[src/rtl/tree_adder_pkg.sv]
// Shared defaults and width/extension helpers for the pipelined adder tree.
package tree_adder_pkg;

  localparam int TA_NUM_IN    = 4;
  localparam int TA_IN_W      = 8;
  localparam int TA_ACC_EXTRA = 4;
  localparam int TA_SIGNED    = 0;

  function automatic int ta_out_w(int num_in, int in_w, int acc_extra);
    return in_w + $clog2(num_in) + acc_extra;
  endfunction

  function automatic logic [63:0] ta_mask(int w);
    if (w >= 64) return '1;
    return (64'd1 << w) - 64'd1;
  endfunction

  // Sign- or zero-extends the low from_w bits of value to to_w bits.
  function automatic logic [63:0] ta_ext(logic [63:0] value, int from_w, int to_w,
                                         int signed_mode);
    logic [63:0] r;
    logic        sgn;
    r   = value & ta_mask(from_w);
    sgn = ((value >> (from_w - 1)) & 64'd1) != 64'd0;
    if (signed_mode != 0 && sgn) r = r | ~ta_mask(from_w);
    return r & ta_mask(to_w);
  endfunction

endpackage

[src/rtl/tree_adder_stage.sv]
// One adder-tree level: N/2 full-precision pairwise adds, registered with
// the beat's valid bit and {acc_en, last} sideband.
module tree_adder_stage
  import tree_adder_pkg::*;
#(
  parameter int N      = 4,
  parameter int W      = 8,
  parameter int SIGNED = 0
) (
  input  logic                   clk,
  input  logic                   rst_n,
  input  logic                   en,
  input  logic [N*W-1:0]         in_vals,
  input  logic                   in_valid,
  input  logic [1:0]             in_side,
  output logic [(N/2)*(W+1)-1:0] out_vals,
  output logic                   out_valid,
  output logic [1:0]             out_side
);

  logic [(N/2)*(W+1)-1:0] sums;

  for (genvar j = 0; j < N / 2; j++) begin : g_add
    logic [W-1:0] a, b;
    logic         sa, sb;
    assign a  = in_vals[(2*j)*W +: W];
    assign b  = in_vals[(2*j+1)*W +: W];
    assign sa = (SIGNED != 0) & a[W-1];
    assign sb = (SIGNED != 0) & b[W-1];
    assign sums[j*(W+1) +: W+1] = {sa, a} + {sb, b};
  end

  always_ff @(posedge clk or negedge rst_n) begin
    if (!rst_n) begin
      out_vals  <= '0;
      out_valid <= 1'b0;
      out_side  <= 2'b00;
    end else if (en) begin
      out_vals  <= sums;
      out_valid <= in_valid;
      out_side  <= in_side;
    end
  end

endmodule

[src/rtl/tree_adder_pipelined.sv]
// Pipelined NUM_IN-input adder tree with valid/ready flow control and a
// multi-beat accumulate mode. in_ready depends combinationally on out_ready.
module tree_adder_pipelined
  import tree_adder_pkg::*;
#(
  parameter  int NUM_IN    = TA_NUM_IN,
  parameter  int IN_W      = TA_IN_W,
  parameter  int ACC_EXTRA = TA_ACC_EXTRA,
  parameter  int SIGNED    = TA_SIGNED,
  localparam int LOG2N     = $clog2(NUM_IN),
  localparam int OUT_W     = ta_out_w(NUM_IN, IN_W, ACC_EXTRA)
) (
  input  logic                   clk,
  input  logic                   rst_n,
  input  logic [NUM_IN*IN_W-1:0] in_data,
  input  logic                   in_valid,
  output logic                   in_ready,
  input  logic                   acc_en,
  input  logic                   in_last,
  output logic [OUT_W-1:0]       out_sum,
  output logic                   out_ovf,
  output logic                   out_valid,
  input  logic                   out_ready
);

  logic adv;
  assign adv      = !(out_valid && !out_ready);
  assign in_ready = adv;

  // Level 0 is the raw input; level k is the output of tree stage k.
  for (genvar k = 0; k <= LOG2N; k++) begin : g_lvl
    logic [(NUM_IN>>k)*(IN_W+k)-1:0] d;
    logic                            v;
    logic [1:0]                      s;
    if (k == 0) begin : g_in
      assign d = in_data;
      assign v = in_valid;
      assign s = {acc_en, acc_en & in_last};
    end else begin : g_stg
      tree_adder_stage #(
        .N      (NUM_IN >> (k - 1)),
        .W      (IN_W + k - 1),
        .SIGNED (SIGNED)
      ) u_stage (
        .clk       (clk),
        .rst_n     (rst_n),
        .en        (adv),
        .in_vals   (g_lvl[k-1].d),
        .in_valid  (g_lvl[k-1].v),
        .in_side   (g_lvl[k-1].s),
        .out_vals  (d),
        .out_valid (v),
        .out_side  (s)
      );
    end
  end

  logic [IN_W+LOG2N-1:0] t_tree;
  logic                  t_valid, t_acc, t_last;
  logic [OUT_W-1:0]      t_ext;
  assign t_tree  = g_lvl[LOG2N].d;
  assign t_valid = g_lvl[LOG2N].v;
  assign t_acc   = g_lvl[LOG2N].s[1];
  assign t_last  = g_lvl[LOG2N].s[0];
  assign t_ext   = OUT_W'(ta_ext(64'(t_tree), IN_W + LOG2N, OUT_W, SIGNED));

  logic [OUT_W-1:0] acc, base, sum;
  logic             open, sticky, ovf_add;
  logic [OUT_W:0]   wide;

  assign base = open ? acc : '0;
  assign wide = {1'b0, base} + {1'b0, t_ext};
  assign sum  = wide[OUT_W-1:0];
  assign ovf_add = (SIGNED != 0)
                 ? ((base[OUT_W-1] == t_ext[OUT_W-1]) && (sum[OUT_W-1] != base[OUT_W-1]))
                 : wide[OUT_W];

  always_ff @(posedge clk or negedge rst_n) begin
    if (!rst_n) begin
      out_sum   <= '0;
      out_ovf   <= 1'b0;
      out_valid <= 1'b0;
      acc       <= '0;
      open      <= 1'b0;
      sticky    <= 1'b0;
    end else if (adv) begin
      if (!t_valid) begin
        out_valid <= 1'b0;
      end else if (!t_acc) begin
        out_sum   <= t_ext;
        out_ovf   <= 1'b0;
        out_valid <= 1'b1;
      end else if (!t_last) begin
        acc       <= sum;
        open      <= 1'b1;
        sticky    <= sticky | ovf_add;
        out_valid <= 1'b0;
      end else begin
        out_sum   <= sum;
        out_ovf   <= sticky | ovf_add;
        out_valid <= 1'b1;
        acc       <= '0;
        open      <= 1'b0;
        sticky    <= 1'b0;
      end
    end
  end

endmodule

[config.mk]
export PLATFORM = sky130hd
export DESIGN_NAME = tree_adder_pipelined
export DESIGN_NICKNAME = d
export VERILOG_FILES = /design/src/rtl/tree_adder_pkg.sv /design/src/rtl/tree_adder_stage.sv /design/src/rtl/tree_adder_pipelined.sv
export SDC_FILE = /design/constraint.sdc
export NUM_CORES = 1
export LEC_CHECK = 0
export CAP_MARGIN = 15
export CELL_PAD_IN_SITES_DETAIL_PLACEMENT = 0
export CELL_PAD_IN_SITES_GLOBAL_PLACEMENT = 2
export CORE_MARGIN = 10
export CORE_UTILIZATION = 37
export DETAILED_ROUTE_END_ITERATION = 12
export PLACE_DENSITY_LB_ADDON = 0.08
export SLEW_MARGIN = 5
export SYNTH_ARGS = -nofsm -noshare
export SYNTH_HDL_FRONTEND = slang
export SYNTH_SLANG_ARGS = --single-unit
[constraint.sdc]
create_clock -name clk -period 8.3 [get_ports clk]
set_clock_uncertainty 0.05 [all_clocks]
set_input_delay 1.66 -clock clk [delete_from_list [all_inputs] [get_ports clk]]
set_output_delay 1.66 -clock clk [all_outputs]
set_load 0.02 [all_outputs]
[After elaboration in Yosys (flattened, before gate mapping)]
Cells that the tools add are included.
Storage, ports and cells
  bits in registers: 66
  input port bits: 38
  output and inout port bits: 17
  word-level logic and storage cells: 36
Cells by class
  bitwise gates (word level): 3
  reduce and logical (&&, ||, !) cells: 5
  equality and inequality tests: 1
  mux-type cells: 11
  add/sub/neg operators: 4
Operators with widths (number)
  $mux W14: 4
  $add A8 B8 Y9: 2
  $add A14 B10 Y15: 1
  $add A9 B9 Y10: 1
  $mux W1: 7
  $reduce_and A3 Y1: 2
  $logic_not A1 Y1: 2
  $ne A2 B2 Y1 const B: 1
  $and A1 B1 Y1: 1
  $logic_and A1 B1 Y1: 1
  $not A1 Y1: 1
  $or A1 B1 Y1: 1

[Depth between registers and ports, before layout]
Gate-level depths: netlist (run 1).
  word-level depth: 5
  mapped depth: 12
  gate-level depth less buffers: 10

[Cells and area by module]
From an unflattened synthesis (run 1), not the netlist that was laid out.
Unflattened totals
  cell total of the unflattened synthesis: 464
  area, all modules: 4450.5 µm²
By module, submodules not included
  tree_adder_pipelined: area each 2006.9 µm², sequential area each 800.8 µm², times used 1, cells an instance 220
  tree_adder_stage at g_lvl[1].g_stg.u_stage: area each 1519.0 µm², sequential area each 525.5 µm², times used 1, cells an instance 152
  tree_adder_stage at g_lvl[2].g_stg.u_stage: area each 924.6 µm², sequential area each 325.3 µm², times used 1, cells an instance 92

[Least setup slack after synthesis (run 1)]
No wires, ideal clock.
  path type: input -> output
  start: input out_ready
  end: output in_ready
  buffers on the path: 3
  stages: 5
  required time: 6590 ps
  slack: 4103 ps
  arrival: 2487 ps
  path through: nor2b_1 > buf_2 > inv_1 > buf_2 > buf_1
Between the ends
  word-level cells in the longest chain between the ends: 3
Ends and longest elaborated chain
  from (decl): line tree_adder_pipelined.sv:23  | input logic out_ready
  $logic_not A1 Y1: line tree_adder_pipelined.sv:27  | assign adv = !(out_valid && !out_ready);
  $logic_and A1 B1 Y1: line tree_adder_pipelined.sv:27
  $logic_not A1 Y1: line tree_adder_pipelined.sv:27
  to (decl): line tree_adder_pipelined.sv:17  | output logic in_ready,
No other way between the ends.

[Final worst setup path (run 1)]
Ends and elaborated chain as after synthesis.

==> results of run 1 <==
kinds of logic after synthesis:
kind of cell / Yosys count / share of synthesized area, %
xor+xnor: 27 / 5.70
mux: 9 / 2.17
flops: 66 / 39.8
fa+ha+maj: 39 / 12.5
buf+inv: 38 / 3.65
simple gates: 152 / 17.0
compound gates: 125 / 19.1
through the flow:
stage / power [uW] / instance area [um2] / setup slack, ns
after detailed placement: 1520 / 4810 / 3.39
after global placement: 1510 / 4810 / 3.40
after floorplan: 1260 / 4150 / 4.10
after global routing: 1950 / 4990 / 3.28
after CTS: 1790 / 4990 / 3.38
final: 1760 / 4990 / 3.41
per-layer routing:
metal  GRT usage (%)  routed length, um  up-vias
met4            5.63                177        0
li1                -                  -     1691
met2            19.7               4290       54
met1            14.7               4400     1511
met5               0                  0        -
met3            2.52                336       11
flip-flops by register name, indices dropped and copies added (netlist names):
name                           count
out_sum                           14
open                               1
out_valid                          1
g_lvl.g_stg.u_stage.out_side       4
g_lvl.g_stg.u_stage.out_vals      28
acc                               14
out_ovf                            1
sticky                             1
g_lvl.g_stg.u_stage.out_valid      2
how the worst max path moves through the flow:
stage / from / to / slack, ns / depth (start not counted)
after global routing: out_ready / in_ready / 3.28 / 5
final: out_ready / in_ready / 3.41 / 5
after detailed placement: out_ready / in_ready / 3.39 / 5
after global placement: out_ready / in_ready / 3.40 / 5
after floorplan: out_ready / in_ready / 4.10 / 5
after CTS: out_ready / in_ready / 3.38 / 5
critical path, delay by kind of cell:
kind / cells / cell delay [ns]
simple gates: 1 / 0.11
buf+inv: 4 / 1.40
layout by cell type (no fill, tap or decap), types with 3 or more instances in the layout:
cell	count
inv_1	20
xor2_1	12
nand2b_1	9
xnor2_1	15
nor2b_1	3
o21ai_0	42
a31oi_1	8
clkbuf_8	9
a22o_1	4
dfrtp_1	66
clkdlybuf4s50_1	53
nand3_1	4
o21ai_1	3
nor2_1	24
clkinv_2	4
a21o_1	9
ha_1	35
and3_1	3
o21bai_1	6
a21oi_1	30
fa_1	4
and2_1	11
o31ai_1	5
buf_4	3
nor3_1	11
o21a_1	3
nand2_1	75
mux2i_1	9
cell type report:
type / instances / area [um2]
Inverter: 20 / 75.1
Clock inverter: 6 / 57.6
Clock buffer: 10 / 128
Multi-Input combinational cell: 352 / 2350
Tap cell: 140 / 175
Fill cell: 1095 / 5900
Timing Repair Buffer: 57 / 558
Sequential cell: 66 / 1650
power by group through the flow:
stage,Sequential (uW),Clock [uW],Combinational (uW)
4_1_cts,589,272,930
6_report,585,262,917
3_5_place_dp,594,0,926
2_1_floorplan,572,0,683
3_3_place_gp,592,0,915
5_1_grt,610,284,1050
==> impl_metrics.tcl, run 1 <==
set metrics [dict create \
    synth_top_cell_area_share_pct 39.8 \
    r2r_end "out_ovf" \
    die_area_mm2 0.0158 \
    dr_total_vias 3267 \
    switching_power_uw 758 \
    num_io_pins 55 \
    seq_area_frac_synth_pct 39.8 \
    clk-insertion-delay-late_ns 0.35 \
    cap_viol_max_count 0 \
    pwr-share-clk_pct 14.9 \
    layout.nets 583 \
    p_leak_uw 0.00230 \
    cts.sinks 66 \
    yosysMostFrequentCell "nand2_1" \
    drt.antenna.violating_nets 0 \
    post-dp-hpwl_um 6940 \
    critical_path.startpoint_type "primary input" \
    grt.total_usage_pct 12.0 \
    htree_levels 3 \
    max_freq_ghz 0.205 \
    critical_path.slowest_cell "clkdlybuf4s50_1" \
    proportion_of_layout_cells_with_a_drive_suffix_above_1_pct 5.48 \
    setup-violations-final 0 \
    global_route.overflow_total 0 \
    avgRoutedWirePerCell_um 14.1 \
    post-cts-setup-buffers 0 \
    via_per_inst 5.02 \
    synth_cell_types 50 \
    gp_routability_congestion 0.805 \
    synth-edff-count 0 \
    fin_util_pct 45.9 \
    internal-power_uw 1010 \
    clkSlewWorstSetupHoldPaths_ns 0.07 \
    fin_crit_sh_pct 58.9 \
    synthDominantAreaCellType "dfrtp_1" \
    detail_route.iter0.violations 143 \
    fin_crit_ns 4.89 \
    criticalPathCategory "in -> out" \
    synth_top_area_cells "dfrtp_1 (40%), ha_1 (11%), nand2_1 (6.8%)" \
    swShare_pct 43.0 \
    yosys-top-cells-count "nand2_1 (75), dfrtp_1 (66), o21ai_0 (42)" \
    cts_repair_resize_count 0 \
    grt_start_max_net_pins 67 \
    fin_worst_hold_slack_ns 0.419 \
    worstHoldPathCells 2 \
    initial_utilization_pct 38.1 \
    power_frac_seq_pct 33.2 \
    maxSlewViolCount 0 \
    worstSetupEndpointType "output port" \
    max_slew.worst_pin.slew_ns 0.914 \
    post_synth.cell_area_avg_um2 9.10 \
    grt_first_pass_wirelength_um 15900 \
    synth.yosys.warnings 0 \
    path_cells "clkdlybuf4s50_1 > nor2b_2 > buf_4 > inv_1 > clkdlybuf4s50_1" \
    fp.dieH_um 126 \
    reg2reg_slack_ns 5.35 \
    grt_setup_unrepaired "no" \
    setup_tns_ns 0 \
    cts_hold_repair.buffers 0 \
    final-hold-violation-count 0 \
    insertedDiodeCount 0 \
    class_of_the_most_critical_hold_timing_path "reg -> reg" \
    io_buffer_count 54 \
    area.growth.synth_to_final_pct 20.4 \
    instances_no_fill 651 \
    routed_wl_um 9200 \
    relSlewSlack_pct 38.9 \
    power_frac_comb_pct 52.0 \
    ys_dominant_reg_cell "dfrtp_1" \
    die_w_um 126 \
    critical_path_peak_fanout 37 \
    worst-endpoint-arrival_ns 3.18 \
    reg2reg_from "open" \
    vias_in_the_first_global_route 3323 \
    worst-endpoint-required_ns 6.59 \
    timing.critical_path.slowest_cell_delay_ns 0.56 \
    drcViolationCount 0 \
    core_region_area_mm2 0.0109 \
    power_density_mw_per_mm2 353 \
    synth-seq-cells 66 \
    ctsRootBufferMaster "clkbuf_8" \
    grt_antenna_before_repair 0 \
    hold_path_startpoint "g_lvl[1].g_stg.u_stage.out_side[1]" \
    dp.cells 635 \
    synthCells 456 \
    cts_bufs_inserted 9 \
    async_flop_share_pct 100 \
    ir_worst_vdd_mv 0.140 \
    drt_first_pass_iters 4 \
    synthesized_net_count 533 \
    clock_tree_from_tritoncts "built" \
    synth_area_mm2 0.00415 \
    fp-row-count 38 \
    run_status "finished, final reports clean" \
    cp_common_cell "clkdlybuf4s50_1" \
    worst_hold_path_ep "g_lvl[1].g_stg.u_stage.out_side[1]" \
    cts.path.max_buffers 2 \
    reg2regPathDepth 10 \
]
Note: power is estimated with default switching activity, not from simulation.
==> run 2: changes to the inputs <==
Settings changed: CORE_UTILIZATION 37 to 31.
Clock period 8.3 ns to 4.3 ns, I/O delays scaled along.
==> run 2 against run 1 <==
Compared with the run above: power grew 110%; worst setup slack lost 2.1 ns; first-iteration DRC count is the same; critical endpoint unchanged; cell count grew 6.0%; die area grew 16%; sequential share of layout area shrank 1.0 points; non-clock buffer count grew 3; register-to-register slack lost 3.7 ns; routed wire length grew 5.2%; via count shrank 0.64%.
==> impl_metrics.tcl, run 2 (synthesis results as in run 1) <==
set metrics [dict create \
    fin_crit_ns 3.03 \
    clock_tree_from_tritoncts "built" \
    ctsRootBufferMaster "clkbuf_16" \
    num_io_pins 55 \
    worst-endpoint-required_ns 3.39 \
    grt_antenna_before_repair 0 \
    switching_power_uw 1490 \
    critical_path.startpoint_type "primary input" \
    setup-violations-final 0 \
    p_leak_uw 0.00235 \
    reg_top3 "g_lvl.g_stg.u_stage.out_vals (28), acc (14), out_sum (14)" \
    run_status "finished, final reports clean" \
    drt.antenna.violating_nets 0 \
    criticalPathCategory "in -> out" \
    via_per_inst 4.70 \
    worst-endpoint-arrival_ns 2.12 \
    die_area_mm2 0.0184 \
    cts_hold_repair.buffers 0 \
    die_w_um 136 \
    htree_levels 3 \
    totalPowerFinal_uw 3640 \
    global_route.overflow_total 0 \
    layout_commonest_cell "nand2_1" \
    clk-insertion-delay-late_ns 0.33 \
    r2r_end "out_sum[10]" \
    proportion_of_layout_cells_with_a_drive_suffix_above_1_pct 5.45 \
    post-dp-hpwl_um 7370 \
    swShare_pct 41.1 \
    setup_tns_ns 0 \
    pwr-share-clk_pct 19.6 \
    initial_utilization_pct 31.4 \
    grt.total_usage_pct 11.1 \
    largest_register_ff_count 28 \
    insertedDiodeCount 0 \
    maxSlewViolCount 0 \
    grt_first_pass_wirelength_um 16500 \
    layout.nets 586 \
    power_frac_comb_pct 50.2 \
    reg2reg_from "open" \
    grt_start_max_net_pins 39 \
    cts_bufs_inserted 9 \
    dr_total_vias 3246 \
    max_freq_ghz 0.330 \
    core_region_area_mm2 0.0132 \
    routed_wl_um 9680 \
    drt_first_pass_iters 4 \
    drcViolationCount 0 \
    timing.critical_path.from "out_ready" \
    reg2reg_slack_ns 1.68 \
    largest-register "g_lvl.g_stg.u_stage.out_vals" \
    worstSetupEndpoint "in_ready" \
    post-cts-setup-buffers 0 \
    power_density_mw_per_mm2 705 \
    area.growth.synth_to_final_pct 24.3 \
    fin_crit_sh_pct 70.5 \
    ir_worst_vdd_mv 0.254 \
    cap_viol_max_count 0 \
    detail_route.iter0.violations 143 \
    max_slew.worst_pin.slew_ns 0.720 \
    worstSetupEndpointType "output port" \
    relSlewSlack_pct 52.0 \
    cts.sinks 66 \
    gp_routability_congestion 0.825 \
    grt_setup_unrepaired "no" \
    power_frac_seq_pct 30.3 \
    internal-power_uw 2140 \
    final-hold-violation-count 0 \
    fp.dieH_um 136 \
    reg2regPathDepth 11 \
    avgRoutedWirePerCell_um 14.0 \
    io_buffer_count 54 \
    mostFrequentLayoutCells "nand2_1 (75), dfrtp_1 (66), clkdlybuf4s50_1 (53)" \
    fin_worst_hold_slack_ns 0.420 \
    clkSlewWorstSetupHoldPaths_ns 0.05 \
    fp-row-count 42 \
    filler_cell_count 1350 \
    vias_in_the_first_global_route 3383 \
    cts_repair_resize_count 0 \
    cts.path.max_buffers 2 \
    class_of_the_most_critical_hold_timing_path "reg -> reg" \
    critical_path_peak_fanout 2 \
]
-- run 2: cell count changes in the layout (fill, tap and decap cells not counted) --
| cell | change |
|---|---|
| clkinv_2 | -2 |
| clkinvlp_4 | -1 |
| clkbuf_16 | +9 |
| clkbuf_1 | +3 |
| clkbuf_8 | -9 |
| buf_4 | +3 |
-- run 2: per-stage QoR --
| step | cells | setup slack, ns | util, % | area, um2 |
|---|---|---|---|---|
| 3_3_place_gp | 674 | 1.21 | 37.0 | 4870 |
| 6_report | 690 | 1.27 | 39.1 | 5150 |
| 2_1_floorplan | 456 | 1.67 | - | 4150 |
| 3_5_place_dp | 674 | 1.17 | 37.0 | 4870 |
| 4_1_cts | 690 | 1.23 | 39.1 | 5150 |
| 5_1_grt | 690 | 1.20 | 39.1 | 5150 |
-- run 2: layout make-up --
type / count / area, um2 / share of cell area, %
tap: 176 / 220 / 4.27
inverter: 20 / 75.1 / 1.46
clock inverter: 3 / 40.0 / 0.777
clock buffer: 13 / 240 / 4.66
multi-input combinational: 352 / 2350 / 45.5
timing repair buffer: 60 / 581 / 11.3
sequential: 66 / 1650 / 32.0
-- run 2: worst min-delay path by stage --
stage	slack [ns]	startpoint	depth (start not counted)	to
6_report	0.42	g_lvl[1].g_stg.u_stage.out_side[1]	2	g_lvl[1].g_stg.u_stage.out_side[1]
5_1_grt	0.44	g_lvl[1].g_stg.u_stage.out_side[1]	2	g_lvl[1].g_stg.u_stage.out_side[1]
4_1_cts	0.42	g_lvl[1].g_stg.u_stage.out_side[1]	2	g_lvl[1].g_stg.u_stage.out_side[1]
3_5_place_dp	0.41	g_lvl[1].g_stg.u_stage.out_side[1]	2	g_lvl[1].g_stg.u_stage.out_side[1]
3_3_place_gp	0.40	acc[9]	2	acc[9]
2_1_floorplan	0.39	g_lvl[1].g_stg.u_stage.out_side[0]	2	g_lvl[1].g_stg.u_stage.out_side[0]
-- run 2: metal layers --
layer / global-route usage [%] / wire, um / vias to the layer above
li1: - / - / 1695
met1: 14.0 / 4710 / 1484
met2: 18.1 / 4420 / 59
met3: 2.60 / 370 / 8
met4: 4.31 / 178 / 0
met5: 0 / 0 / -
-- run 2: power by group through the flow --
stage	sequential (uW)	clock [uW]	combinational, uW
detailed placement	1120	0	1850
CTS	1110	734	1860
finish	1100	711	1820
floorplan	1100	0	1320
global placement	1110	0	1840
global route	1140	764	2100
-- run 2: worst max-delay path, cell delays in order --
cell and delay [ns]:
clkdlybuf4s50_1 0.47, nor2b_2 0.05, inv_1 0.12, clkdlybuf4s50_1 0.63
